### src/rtl/ps2_pkg.sv
// ps2_pkg: shared definitions for the PS/2 host transmitter (and receiver).
//   - FSM state encodings (legacy-compatible localparam constants)
//   - common keyboard command / response bytes
//   - line indices for the clock/data synchronizer array
//   - odd_parity(): PS/2 frame parity bit for a data byte
package ps2_pkg;

    typedef logic [2:0] state_t;

    localparam state_t ST_IDLE    = 3'd0;
    localparam state_t ST_INHIBIT = 3'd1;
    localparam state_t ST_REQ     = 3'd2;
    localparam state_t ST_SHIFT   = 3'd3;
    localparam state_t ST_WAITHI  = 3'd4;

    localparam logic [7:0] CMD_SET_LED = 8'hED;
    localparam logic [7:0] CMD_RESET   = 8'hFF;
    localparam logic [7:0] CMD_ENABLE  = 8'hF4;
    localparam logic [7:0] RSP_ACK     = 8'hFA;

    localparam int NUM_LINES = 2;
    localparam int LINE_CLK  = 0;
    localparam int LINE_DATA = 1;

    // Odd parity: the returned bit makes the total count of ones (data + parity) odd.
    function automatic logic odd_parity(input logic [7:0] b);
        return ~^b;
    endfunction

endpackage

### src/rtl/ps2_line_sync.sv
// ps2_line_sync: 3-flop synchronizer for one raw PS/2 pin plus a falling-edge pulse.
// Shareable with the PS/2 receiver.
//   clk    in  system clock
//   rst    in  synchronous reset, active-high
//   pin    in  raw asynchronous PS/2 pin
//   level  out synchronized line level
//   fall   out one-cycle pulse per falling edge of the synchronized line
module ps2_line_sync (
    input  logic clk,
    input  logic rst,
    input  logic pin,
    output logic level,
    output logic fall
);

    logic [2:0] sync;

    // Reset to the idle (released, pulled-up) level so leaving reset never
    // produces a spurious falling edge.
    always_ff @(posedge clk) begin
        if (rst) sync <= 3'b111;
        else     sync <= {sync[1:0], pin};
    end

    assign level = sync[1];
    assign fall  = sync[2] & ~sync[1];

endmodule

### src/rtl/ps2_host_tx.sv
// ps2_host_tx: host-to-device PS/2 transmitter. Sends one command byte to the
// keyboard over the open-drain clock/data lines (inhibit, request-to-send,
// 11 device-clocked bits, ACK check).
//   clk, rst      system clock, synchronous active-high reset
//   tx_valid/tx_data/tx_ready   byte request handshake (accepted in IDLE only)
//   busy          high from accept until back in IDLE; receiver ignores the bus then
//   done / err    one-cycle pulses: ACKed transfer / NACK or timeout
//   ps2_clk_in, ps2_data_in     raw pins
//   ps2_clk_oe, ps2_data_oe     1 = pull line low, 0 = release
// Build option: define PS2_TX_RETRY_EN to retry a NACKed or timed-out byte up
// to two more times before reporting err.
module ps2_host_tx
    import ps2_pkg::*;
#(
    parameter int INHIBIT_CYC = 5000,
    parameter int TIMEOUT_CYC = 1000000
) (
    input  logic       clk,
    input  logic       rst,
    input  logic       tx_valid,
    input  logic [7:0] tx_data,
    output logic       tx_ready,
    output logic       busy,
    output logic       done,
    output logic       err,
    input  logic       ps2_clk_in,
    input  logic       ps2_data_in,
    output logic       ps2_clk_oe,
    output logic       ps2_data_oe
);

    // One counter serves both the inhibit interval and the transfer timeout;
    // the two never overlap.
    localparam int CNT_MAX = (INHIBIT_CYC > TIMEOUT_CYC) ? INHIBIT_CYC : TIMEOUT_CYC;
    localparam int CNT_W   = $clog2(CNT_MAX + 1);
    localparam logic [CNT_W-1:0] INH_LAST = CNT_W'(INHIBIT_CYC - 1);
    localparam logic [CNT_W-1:0] TMO_LAST = CNT_W'(TIMEOUT_CYC - 1);

    logic [NUM_LINES-1:0] pins, lvl, fall;

    assign pins[LINE_CLK]  = ps2_clk_in;
    assign pins[LINE_DATA] = ps2_data_in;

    for (genvar i = 0; i < NUM_LINES; i++) begin : g_sync
        ps2_line_sync u_sync (
            .clk   (clk),
            .rst   (rst),
            .pin   (pins[i]),
            .level (lvl[i]),
            .fall  (fall[i])
        );
    end

    // Data-line edges matter only to the receiver.
    logic unused_data_fall;
    assign unused_data_fall = fall[LINE_DATA];

    state_t           state;
    logic [CNT_W-1:0] cnt;
    logic [3:0]       k;        // device clock falls seen in SHIFT
    logic [7:0]       shreg;
    logic             par;
    logic             ack;
`ifdef PS2_TX_RETRY_EN
    logic [1:0]       tries;
`endif

    logic in_flight, timeout, finish, clk_fall, data_s;

    assign clk_fall  = fall[LINE_CLK];
    assign data_s    = lvl[LINE_DATA];
    assign in_flight = (state == ST_REQ) || (state == ST_SHIFT) || (state == ST_WAITHI);
    assign timeout   = in_flight && (cnt == TMO_LAST);
    assign finish    = (state == ST_WAITHI) && lvl[LINE_CLK] && data_s;

    assign tx_ready = (state == ST_IDLE);
    assign busy     = ~tx_ready;

    always_ff @(posedge clk) begin
        if (rst) begin
            state       <= ST_IDLE;
            cnt         <= '0;
            k           <= '0;
            shreg       <= '0;
            par         <= 1'b0;
            ack         <= 1'b0;
            ps2_clk_oe  <= 1'b0;
            ps2_data_oe <= 1'b0;
            done        <= 1'b0;
            err         <= 1'b0;
`ifdef PS2_TX_RETRY_EN
            tries       <= '0;
`endif
        end else begin
            done <= 1'b0;
            err  <= 1'b0;
            // Timeout is checked first so it wins over a fall in the same cycle.
            if (timeout || (finish && !ack)) begin
`ifdef PS2_TX_RETRY_EN
                if (tries != 2'd2) begin
                    tries       <= tries + 2'd1;
                    cnt         <= '0;
                    ps2_clk_oe  <= 1'b1;
                    ps2_data_oe <= 1'b0;
                    state       <= ST_INHIBIT;
                end else begin
                    err         <= 1'b1;
                    cnt         <= '0;
                    ps2_clk_oe  <= 1'b0;
                    ps2_data_oe <= 1'b0;
                    state       <= ST_IDLE;
                end
`else
                err         <= 1'b1;
                cnt         <= '0;
                ps2_clk_oe  <= 1'b0;
                ps2_data_oe <= 1'b0;
                state       <= ST_IDLE;
`endif
            end else if (finish) begin
                done  <= 1'b1;
                cnt   <= '0;
                state <= ST_IDLE;
            end else begin
                case (state)
                    ST_IDLE: begin
                        if (tx_valid) begin
                            shreg       <= tx_data;
                            par         <= odd_parity(tx_data);
                            cnt         <= '0;
                            ps2_clk_oe  <= 1'b1;
                            ps2_data_oe <= 1'b0;
                            state       <= ST_INHIBIT;
`ifdef PS2_TX_RETRY_EN
                            tries       <= '0;
`endif
                        end
                    end
                    ST_INHIBIT: begin
                        if (cnt == INH_LAST) begin
                            // Release clock and pull data low (start bit) together.
                            cnt         <= '0;
                            ps2_clk_oe  <= 1'b0;
                            ps2_data_oe <= 1'b1;
                            state       <= ST_REQ;
                        end else begin
                            cnt <= cnt + 1'b1;
                        end
                    end
                    ST_REQ: begin
                        cnt   <= cnt + 1'b1;
                        k     <= '0;
                        state <= ST_SHIFT;
                    end
                    ST_SHIFT: begin
                        cnt <= cnt + 1'b1;
                        // Drive the next bit just after each fall so it is stable
                        // by the device's rising-edge sample.
                        if (clk_fall) begin
                            k <= k + 4'd1;
                            if (k < 4'd8) begin
                                ps2_data_oe <= ~shreg[k[2:0]];
                            end else if (k == 4'd8) begin
                                ps2_data_oe <= ~par;
                            end else if (k == 4'd9) begin
                                ps2_data_oe <= 1'b0;
                            end else begin
                                ack   <= ~data_s;
                                state <= ST_WAITHI;
                            end
                        end
                    end
                    ST_WAITHI: begin
                        cnt <= cnt + 1'b1;
                    end
                    default: begin
                        ps2_clk_oe  <= 1'b0;
                        ps2_data_oe <= 1'b0;
                        state       <= ST_IDLE;
                    end
                endcase
            end
        end
    end

endmodule

### config.mk
export PLATFORM = sky130hd
export DESIGN_NAME = ps2_host_tx
export DESIGN_NICKNAME = d
export VERILOG_FILES = /design/src/rtl/ps2_pkg.sv /design/src/rtl/ps2_line_sync.sv /design/src/rtl/ps2_host_tx.sv
export SDC_FILE = /design/constraint.sdc
export NUM_CORES = 1
export LEC_CHECK = 0
export CELL_PAD_IN_SITES_DETAIL_PLACEMENT = 1
export CELL_PAD_IN_SITES_GLOBAL_PLACEMENT = 2
export CORE_MARGIN = 2
export CORE_UTILIZATION = 37
export CTS_BUF_LIST = sky130_fd_sc_hd__clkbuf_8
export CTS_CLUSTER_SIZE = 10
export DETAILED_ROUTE_END_ITERATION = 7
export HOLD_SLACK_MARGIN = 0.05
export PLACE_DENSITY_LB_ADDON = 0.1
export SLEW_MARGIN = 20
export SYNTH_ARGS = -nofsm -noshare
export SYNTH_HDL_FRONTEND = slang
export SYNTH_SLANG_ARGS = --single-unit
### constraint.sdc
create_clock -name clk -period 3 [get_ports clk]
set_clock_uncertainty 0.15 [all_clocks]
set_input_delay 0.75 -clock clk [delete_from_list [all_inputs] [get_ports clk]]
set_output_delay 0.75 -clock clk [all_outputs]
set_load 0.005 [all_outputs]
==> results of run 1 <==
## cell families after synthesis
kind of cell / count (synthesis) / synth area share [%]
simple gates: 118 / 26.6
flops: 46 / 40.5
compound gates: 44 / 13.5
xor+xnor: 26 / 10.0
buf+inv: 20 / 4.34
fa+ha+maj: 4 / 2.20
mux: 5 / 2.86
## state kept, by name, summed over array words and instances, names as in the netlist
name / flops
cnt: 20
shreg: 8
g_sync.u_sync.sync: 5
k: 4
state: 3
ack: 1
done: 1
err: 1
par: 1
ps2_clk_oe: 1
ps2_data_oe: 1
## synthesized netlist by cell type (3+ instances only)
master	n
nand3_1	9
nor3_1	5
a31oi_1	4
o21ai_0	3
xor2_1	16
dfxtp_1	46
a21oi_1	18
inv_1	9
or2_2	6
nand4b_1	4
clkbuf_1	9
nor2_1	32
nand2b_1	4
xnor2_1	10
nand2_1	30
o21a_1	3
nand4_1	7
ha_1	4
and3_1	3
## area by class of cell
cell class,count,area (um^2),share of cell area (%)
clock buffer,5,68.8,2.62
clock inverter,2,15.0,0.571
inverter,9,33.8,1.29
multi-input combinational,197,1260,47.8
sequential,46,921,35.0
tap,75,93.8,3.57
timing repair buffer,26,240,9.14
## per-layer routing
layer / routed length, um / vias up
met5: 0 / -
met4: 27 / 0
met3: 133 / 2
met2: 2270 / 20
met1: 2950 / 906
li1: - / 952
## how the worst max path moves through the flow
| stage | depth (start not counted) | slack (ps) | end |
|---|---|---|---|
| final | 3 | 320 | tx_ready |
| after detailed placement | 7 | 320 | cnt[5] |
| after global placement | 7 | 380 | cnt[5] |
| after global routing | 3 | 250 | tx_ready |
| after floorplan | 5 | 850 | k[1] |
| after CTS | 3 | 300 | tx_ready |
## worst register-to-register path: stages, from the launching register on
cell and delay (ps):
dfxtp_1 360, or4b_1 590, or3_4 380, o21ai_1 430
mux2_2 390, nor2_1 70
## stage by stage
| step | setup WS (ps) | std cells | total power [W] | hold slack [ps] |
|---|---|---|---|---|
| 5_1_grt | 246 | 360 | 0.00137 | 284 |
| 4_1_cts | 295 | 360 | 0.00132 | 267 |
| 3_5_place_dp | 316 | 353 | 0.000935 | 245 |
| 3_3_place_gp | 379 | 353 | 0.000932 | 245 |
| 2_1_floorplan | 848 | 263 | 0.000849 | 239 |
| 6_report | 322 | 360 | 0.00129 | 265 |
## where the power goes
group	switching [W]	internal (W)	leakage (nW)
Clock	0.000217	0.000159	0.0362
Sequential	0.0000185	0.000640	0.374
Combinational	0.000141	0.000117	0.523
Total	0.000377	0.000916	0.933
==> results.toml, run 1 <==
[sta]
fin_crit_ps = 2680
setup_tns_ps = 0
max_freq_mhz = 373
finalHoldViolCount = 0
slew_headroom_pct = 65.8
rsz0062_at_grt = "no"
period_share_pct = 89.3
drv_slew = 0
worstMarginPinSlew_ps = 509
setup_viol = 0

[floorplan]
initial_utilization_pct = 38.4
dieWidth_um = 82.4
ios = 19
fp.dieH_um = 82.4
rows = 28
die-area_um2 = 6790
core-area_um2 = 5920

[finish]
stdcell_area_um2 = 2630
fillers = 717
final_core_util_pct = 44.4
diodes = 0
syn_to_final_growth_pct = 15.5
finalNetCount = 302
final_common_cell = "dfxtp_1"
drive_gt1_share_pct = 11.2
layout_common_cells = "dfxtp_1 (46), nor2_1 (32), nand2_1 (30), a21oi_1 (18), clkdlybuf4s50_1 (18)"

[detailed_routing]
vias_per_cell = 5.22
wl_mm = 5.38
dr.first_iter.drc_count = 88
ant_nets = 0
first_pass_iters = 4
drc = 0
dr_total_vias = 1880
wl_per_cell_um = 14.9

[global_routing]
grt_pass1_wl_mm = 9.02
grt.busiest_layer = "met2"
grt_overflow = 0
grt_use_met3_pct = 3.26
antenna_found_initial = 0
grt_use_met2_pct = 26.0
gr-usage-all-layers_pct = 17.4
grtUsageMet1_pct = 25.9
grt_pass1_vias = 1785
grt_max_degree = 22

[worst_setup_path]
timing.rr.start = "cnt[10]"
rrSetupSlack_ps = 580
cp-end-kind = "output pin"
r2r_cells = 5
worst-path-max-fanout = 5
cpPeakStageDelay_ps = 530
critical-path-top-delay-family = "buffers and inverters"
required_ps = 2100
worst-setup-path-type = "reg -> out"
crit_slowest_cell = "clkdlybuf4s50_1"
worstPathCellList = "or3_1 -> inv_1 -> clkdlybuf4s50_1"
worstPathArrival_ps = 1780
crit_path_start_kind = "flop"
path_buf_inv = 2
startpoint = "state[2]"
worstReg2RegEnd = "k[1]"

[power_and_ir_drop]
peakVddDrop_v = 0.000183
p_per_area_nw_per_um2 = 492
p_leak_nw = 0.933

[synthesis]
synth_enable_flop_cells = 0
ys_seq_elements = 46
seq_area_frac_synth_pct = 40.5
avgSynthCellArea_um2 = 8.65
netlist.top_cell.by_area = "dfxtp_1"
syn_area_um2 = 2280
yosysWarnings = 0
synth_cells = 263
ys_async_sr_fraction_pct = 0
synth_ff_type = "dfxtp_1"
synthDistinctLibCells = 51
synthTopCellsByArea = "dfxtp_1 (40%), xor2_1 (6.2%), nor2_1 (5.3%)"
synthesis.nets = 280
netlist.area_leader.share_pct = 40.5

[clock_network]
postCtsSetupBuffers = 0
clkTransAtPathRegs_ps = 90
tritoncts = "done"
clock_latency_ps = 300
hold_buffers = 0
cts_buffers = 5
clock_path_buffers = 2
cts-htree-levels = 2
cts_resized = 0
clkSinkCount = 46
cts_root_buf = "clkbuf_8"

[placement]
port_buffers = 18
detailed_place_hpwl_mm = 3.93
place.gp.congestion = 0.746
dpl-instance-area_um2 = 2540

[outcome]
status = "complete, no violations"

[hold_path]
hold_depth = 1
hold_class = "reg -> reg"
min_from = "g_sync[0].u_sync.sync[0]"
hold_path_end = "g_sync[0].u_sync.sync[1]"

[run]
drv_cap = 0
Power figures use the tool's default switching activity.
==> run 2, diff against run 1 <==
Settings changed: CELL_PAD_IN_SITES_DETAIL_PLACEMENT 1 to 0, CELL_PAD_IN_SITES_GLOBAL_PLACEMENT 2 to 1, CORE_UTILIZATION 37 to 45.
==> run 2 against run 1 <==
Net effect: flip-flop and latch count is the same; power grew 0.61%; maximum frequency shrank 2.2%; non-clock buffer count shrank 2; via count shrank 2.2%; first-iteration DRC count grew 38%; setup slack lost 60 ps; die area shrank 17%; utilization grew 10 points; sequential share of layout area grew 0.17 points.
==> results.toml, run 2 (synthesis results as in run 1) <==
[sta]
setup_viol = 0
drv_slew = 0
max_freq_mhz = 365
rsz0062_at_grt = "no"
fin_crit_ps = 2740
finalHoldViolCount = 0
worstMarginPinSlew_ps = 697
fin_ws_ps = 262
period_share_pct = 91.3
setup_tns_ps = 0
slew_headroom_pct = 53.4

[worst_setup_path]
worstPathCellList = "or3_1 -> inv_1 -> clkdlybuf4s50_1"
rrSetupSlack_ps = 580
worst-path-max-fanout = 12
critical-path-top-delay-family = "buffers and inverters"
worstReg2RegEnd = "k[1]"
crit_path_start_kind = "flop"
startpoint = "state[0]"
critical_path_depth = 3
timing.rr.start = "cnt[10]"
required_ps = 2100
path_buf_inv = 2
r2r_cells = 5
worstPathArrival_ps = 1840
crit_end = "tx_ready"
worst-setup-path-type = "reg -> out"
cp-end-kind = "output pin"
crit_slowest_cell = "clkdlybuf4s50_1"
cpPeakStageDelay_ps = 500

[detailed_routing]
drc = 0
wl_mm = 4.73
dr_total_vias = 1838
wl_per_cell_um = 13.5
dr.first_iter.drc_count = 121
vias_per_cell = 5.24
first_pass_iters = 4
ant_nets = 0

[floorplan]
fp.dieH_um = 75.1
core-area_um2 = 4790
dieWidth_um = 75.1
rows = 25
die-area_um2 = 5640
ios = 19
initial_utilization_pct = 47.6

[outcome]
status = "complete, no violations"

[finish]
syn_to_final_growth_pct = 15.0
finalNetCount = 300
final-seq-area_um2 = 921
instances_no_fill = 351
multi_input_area_um2 = 1260
layout_common_cells = "dfxtp_1 (46), nor2_1 (32), nand2_1 (30), a21oi_1 (18), clkdlybuf4s50_1 (18)"
diodes = 0
fillers = 465
final_core_util_pct = 54.7
regMostFlops = "cnt"
drive_gt1_share_pct = 10.9
top_regs = "cnt x20, shreg x8, g_sync.u_sync.sync x5"
largest_register_ff_count = 20
final_common_cell = "dfxtp_1"

[clock_network]
cts_buffers = 5
tritoncts = "done"
clock_latency_ps = 300
clock_path_buffers = 2
cts_root_buf = "clkbuf_8"
hold_buffers = 0
clkSinkCount = 46
cts_resized = 0
cts-htree-levels = 2
postCtsSetupBuffers = 0
clkTransAtPathRegs_ps = 80

[placement]
placed_cells = 343
place_ws_ps = 66.8
place.gp.congestion = 0.756
port_buffers = 18
detailed_place_hpwl_mm = 3.45

[power_and_ir_drop]
p_leak_nw = 0.939
p_total_w = 0.00130
p_per_area_nw_per_um2 = 497
peakVddDrop_v = 0.000315

[global_routing]
grt_pass1_wl_mm = 8.20
antenna_found_initial = 0
gr-usage-all-layers_pct = 19.2
grt_pass1_vias = 1705
grt_max_degree = 22
grt_overflow = 0

[run]
drv_cap = 0

[hold_path]
hold_class = "reg -> reg"
-- run 2: changes by cell type in the layout (fill, tap and decap cells not counted), sizes merged --
cell | previous run | this run
clkinvlp | 2 | 0
clkbuf | 5 | 6
inv | 9 | 10
clkinv | 0 | 1
buf | 8 | 6
-- run 2: worst register-to-register path: cells and delay by family, from the launching register on --
kind	cells	cell delay, ps
AO/OA/AOI/OAI	1	440
flip-flops	1	360
multiplexers	1	390
AND/OR/NAND/NOR	3	1040
-- run 2: routing by layer --
metal	share of wire, %	GRT usage (%)
met5	0	0
met4	1.2	5.36
met3	5.5	4.95
met2	40	26.7
met1	53	29.0
-- run 2: stage by stage --
step	hold slack, ps	area (um^2)
6_report	263	2620
5_1_grt	298	2620
4_1_cts	266	2610
3_5_place_dp	247	2520
3_3_place_gp	241	2520
2_1_floorplan	239	2280
-- run 2: worst min-delay path by stage --
stage | startpoint | depth (start not counted) | to
final | g_sync[0].u_sync.sync[0] | 1 | g_sync[0].u_sync.sync[1]
after global routing | g_sync[1].u_sync.sync[0] | 1 | g_sync[1].u_sync.sync[1]
after CTS | g_sync[0].u_sync.sync[0] | 1 | g_sync[0].u_sync.sync[1]
after detailed placement | g_sync[0].u_sync.sync[0] | 1 | g_sync[0].u_sync.sync[1]
after global placement | g_sync[0].u_sync.sync[0] | 1 | g_sync[0].u_sync.sync[1]
after floorplan | g_sync[0].u_sync.sync[0] | 1 | g_sync[0].u_sync.sync[1]
-- run 2: final cells by class --
cell class | instances | area share (%)
inverters | 9 | 1.29
well taps | 67 | 3.20
repair buffers | 24 | 8.61
clock buffers | 6 | 3.16
flip-flops and latches | 46 | 35.2
multi-input cells | 197 | 48.2
clock inverters | 2 | 0.335
-- run 2: power by group --
part           switching, W  internal, W
Combinational      0.000123     0.000114
Clock              0.000209     0.000183
Sequential        0.0000323     0.000640
Total              0.000364     0.000937
==> run 3, diff against run 2 <==
Settings changed: CELL_PAD_IN_SITES_DETAIL_PLACEMENT 0 to unset, CELL_PAD_IN_SITES_GLOBAL_PLACEMENT 1 to unset, CORE_UTILIZATION 45 to 54, PLACE_DENSITY set to 0.75, PLACE_DENSITY_LB_ADDON 0.1 to unset, SETUP_SLACK_MARGIN set to 0.3, SLEW_MARGIN 20 to unset.
==> run 3 against run 2 <==
Net effect: cell count fell by 5.4%; critical path depth stayed put; power up 5.0%.
==> results.toml, run 3 (synthesis results as in run 1) <==
[hold_path]
min_from = "g_sync[1].u_sync.sync[0]"
hold_path_end = "g_sync[1].u_sync.sync[1]"
hold_class = "reg -> reg"
hold_depth = 1

[floorplan]
die-area_um2 = 4750
initial_utilization_pct = 56.5
rows = 23
fp.dieH_um = 68.9
ios = 19
core-area_um2 = 4030
dieWidth_um = 68.9

[power_and_ir_drop]
peakVddDrop_v = 0.000425
p_leak_nw = 0.934
p_per_area_nw_per_um2 = 524
p_total_w = 0.00137

[run]
drv_cap = 0

[global_routing]
grt_overflow = 0
grt_pass1_vias = 1632
grt_pass1_wl_mm = 7.30
grt.busiest_layer = "met2"
grt_use_met2_pct = 31.7
grt_max_degree = 22
antenna_found_initial = 0
grtUsageMet1_pct = 28.6
grt_use_met3_pct = 5.03
gr-usage-all-layers_pct = 20.8

[clock_network]
clkSinkCount = 46
hold_buffers = 0
tritoncts = "done"
cts-htree-levels = 2
clock_latency_ps = 300
cts_root_buf = "clkbuf_8"
clkTransAtPathRegs_ps = 90
cts_buffers = 5
clock_path_buffers = 2

[sta]
worstMarginPinSlew_ps = 718
fin_crit_ps = 2630
hold_ws_ps = 264
drv_slew = 0
period_share_pct = 87.8
slew_headroom_pct = 52.1
finalHoldViolCount = 0
max_freq_mhz = 380
rsz0062_at_grt = "no"
setup_tns_ps = 0
setup_viol = 0

[detailed_routing]
wl_per_cell_um = 13.9
vias_per_cell = 5.56
drc = 0
first_pass_iters = 4
ant_nets = 0
dr.first_iter.drc_count = 149
wl_mm = 4.61
dr_total_vias = 1847

[worst_setup_path]
crit_slowest_cell = "clkdlybuf4s50_1"
rrSetupSlack_ps = 640
timing.rr.start = "cnt[10]"
worst-setup-path-type = "reg -> out"
worst-path-max-fanout = 12
worstPathArrival_ps = 1730
cpPeakStageDelay_ps = 520
worstPathCellList = "or3_4 -> inv_1 -> clkdlybuf4s50_1"
required_ps = 2100
crit_path_start_kind = "flop"
cp-end-kind = "output pin"
worstReg2RegEnd = "k[1]"
r2r_cells = 5

[finish]
drive_gt1_share_pct = 11.7
layout_common_cells = "dfxtp_1 (43), nor2_1 (32), nand2_1 (30), a21oi_1 (18), clkdlybuf4s50_1 (18)"
fillers = 365
final_common_cell = "dfxtp_1"
diodes = 0
multi_input_area_um2 = 1270
largest_register_ff_count = 20
finalNetCount = 298
top_regs = "cnt x20, shreg x8, g_sync.u_sync.sync x5"
syn_to_final_growth_pct = 14.6
regMostFlops = "cnt"
instances_no_fill = 332
final-seq-area_um2 = 925

[placement]
place.gp.congestion = 0.855
detailed_place_hpwl_mm = 3.25
port_buffers = 18
placed_cells = 324

[outcome]
status = "complete, no violations"
==> run 3: layout make-up <==
class,instances,area share (%)
inverter,9,1.30
clock inverter,3,1.58
timing repair buffer,22,8.06
sequential,46,35.5
clock buffer,5,2.64
tap,50,2.40
multi-input combinational,197,48.6
==> run 3: what timing repair did <==
action,CTS,global route
resized for setup,3,2
endpoints found under the setup margin,1,4
setup buffers,0,0
endpoints found under the hold margin,0,0
cloned,0,0
==> run 3: report_power, final <==
| part | leakage [nW] | internal [W] | switching, W | total (W) |
|---|---|---|---|---|
| clock network | 0.0556 | 0.000245 | 0.000213 | 0.000458 |
| logic | 0.503 | 0.000114 | 0.000121 | 0.000235 |
| registers | 0.375 | 0.000641 | 0.0000312 | 0.000672 |
==> run 3: metal layers <==
metal,share of wire [%],wire length (um),vias to the layer above
met3,4.7,215,6
li1,-,-,947
met5,0,0,-
met4,1.3,59,0
met1,50,2300,851
met2,44,2030,43
==> run 3: critical path, delay by kind of cell (launching register included) <==
family / cells / cell delay (ps)
buffers and inverters: 2 / 630
and+or+nand+nor: 1 / 410
DFF: 1 / 390
==> run 3: worst max-delay path by stage <==
stage,endpoint,startpoint
after detailed placement,cnt[8],tx_valid
after floorplan,k[1],cnt[10]
after global routing,tx_ready,state[0]
final,tx_ready,state[0]
after global placement,cnt[18],tx_valid
after CTS,tx_ready,state[2]
==> run 3: through the flow <==
stage,setup slack (ps),cell area [um^2],utilization (%)
finish,365,2610,64.7
global route,306,2610,64.7
CTS,330,2600,64.6
detailed placement,120,2480,61.6
global placement,130,2480,61.6
floorplan,848,2280,-
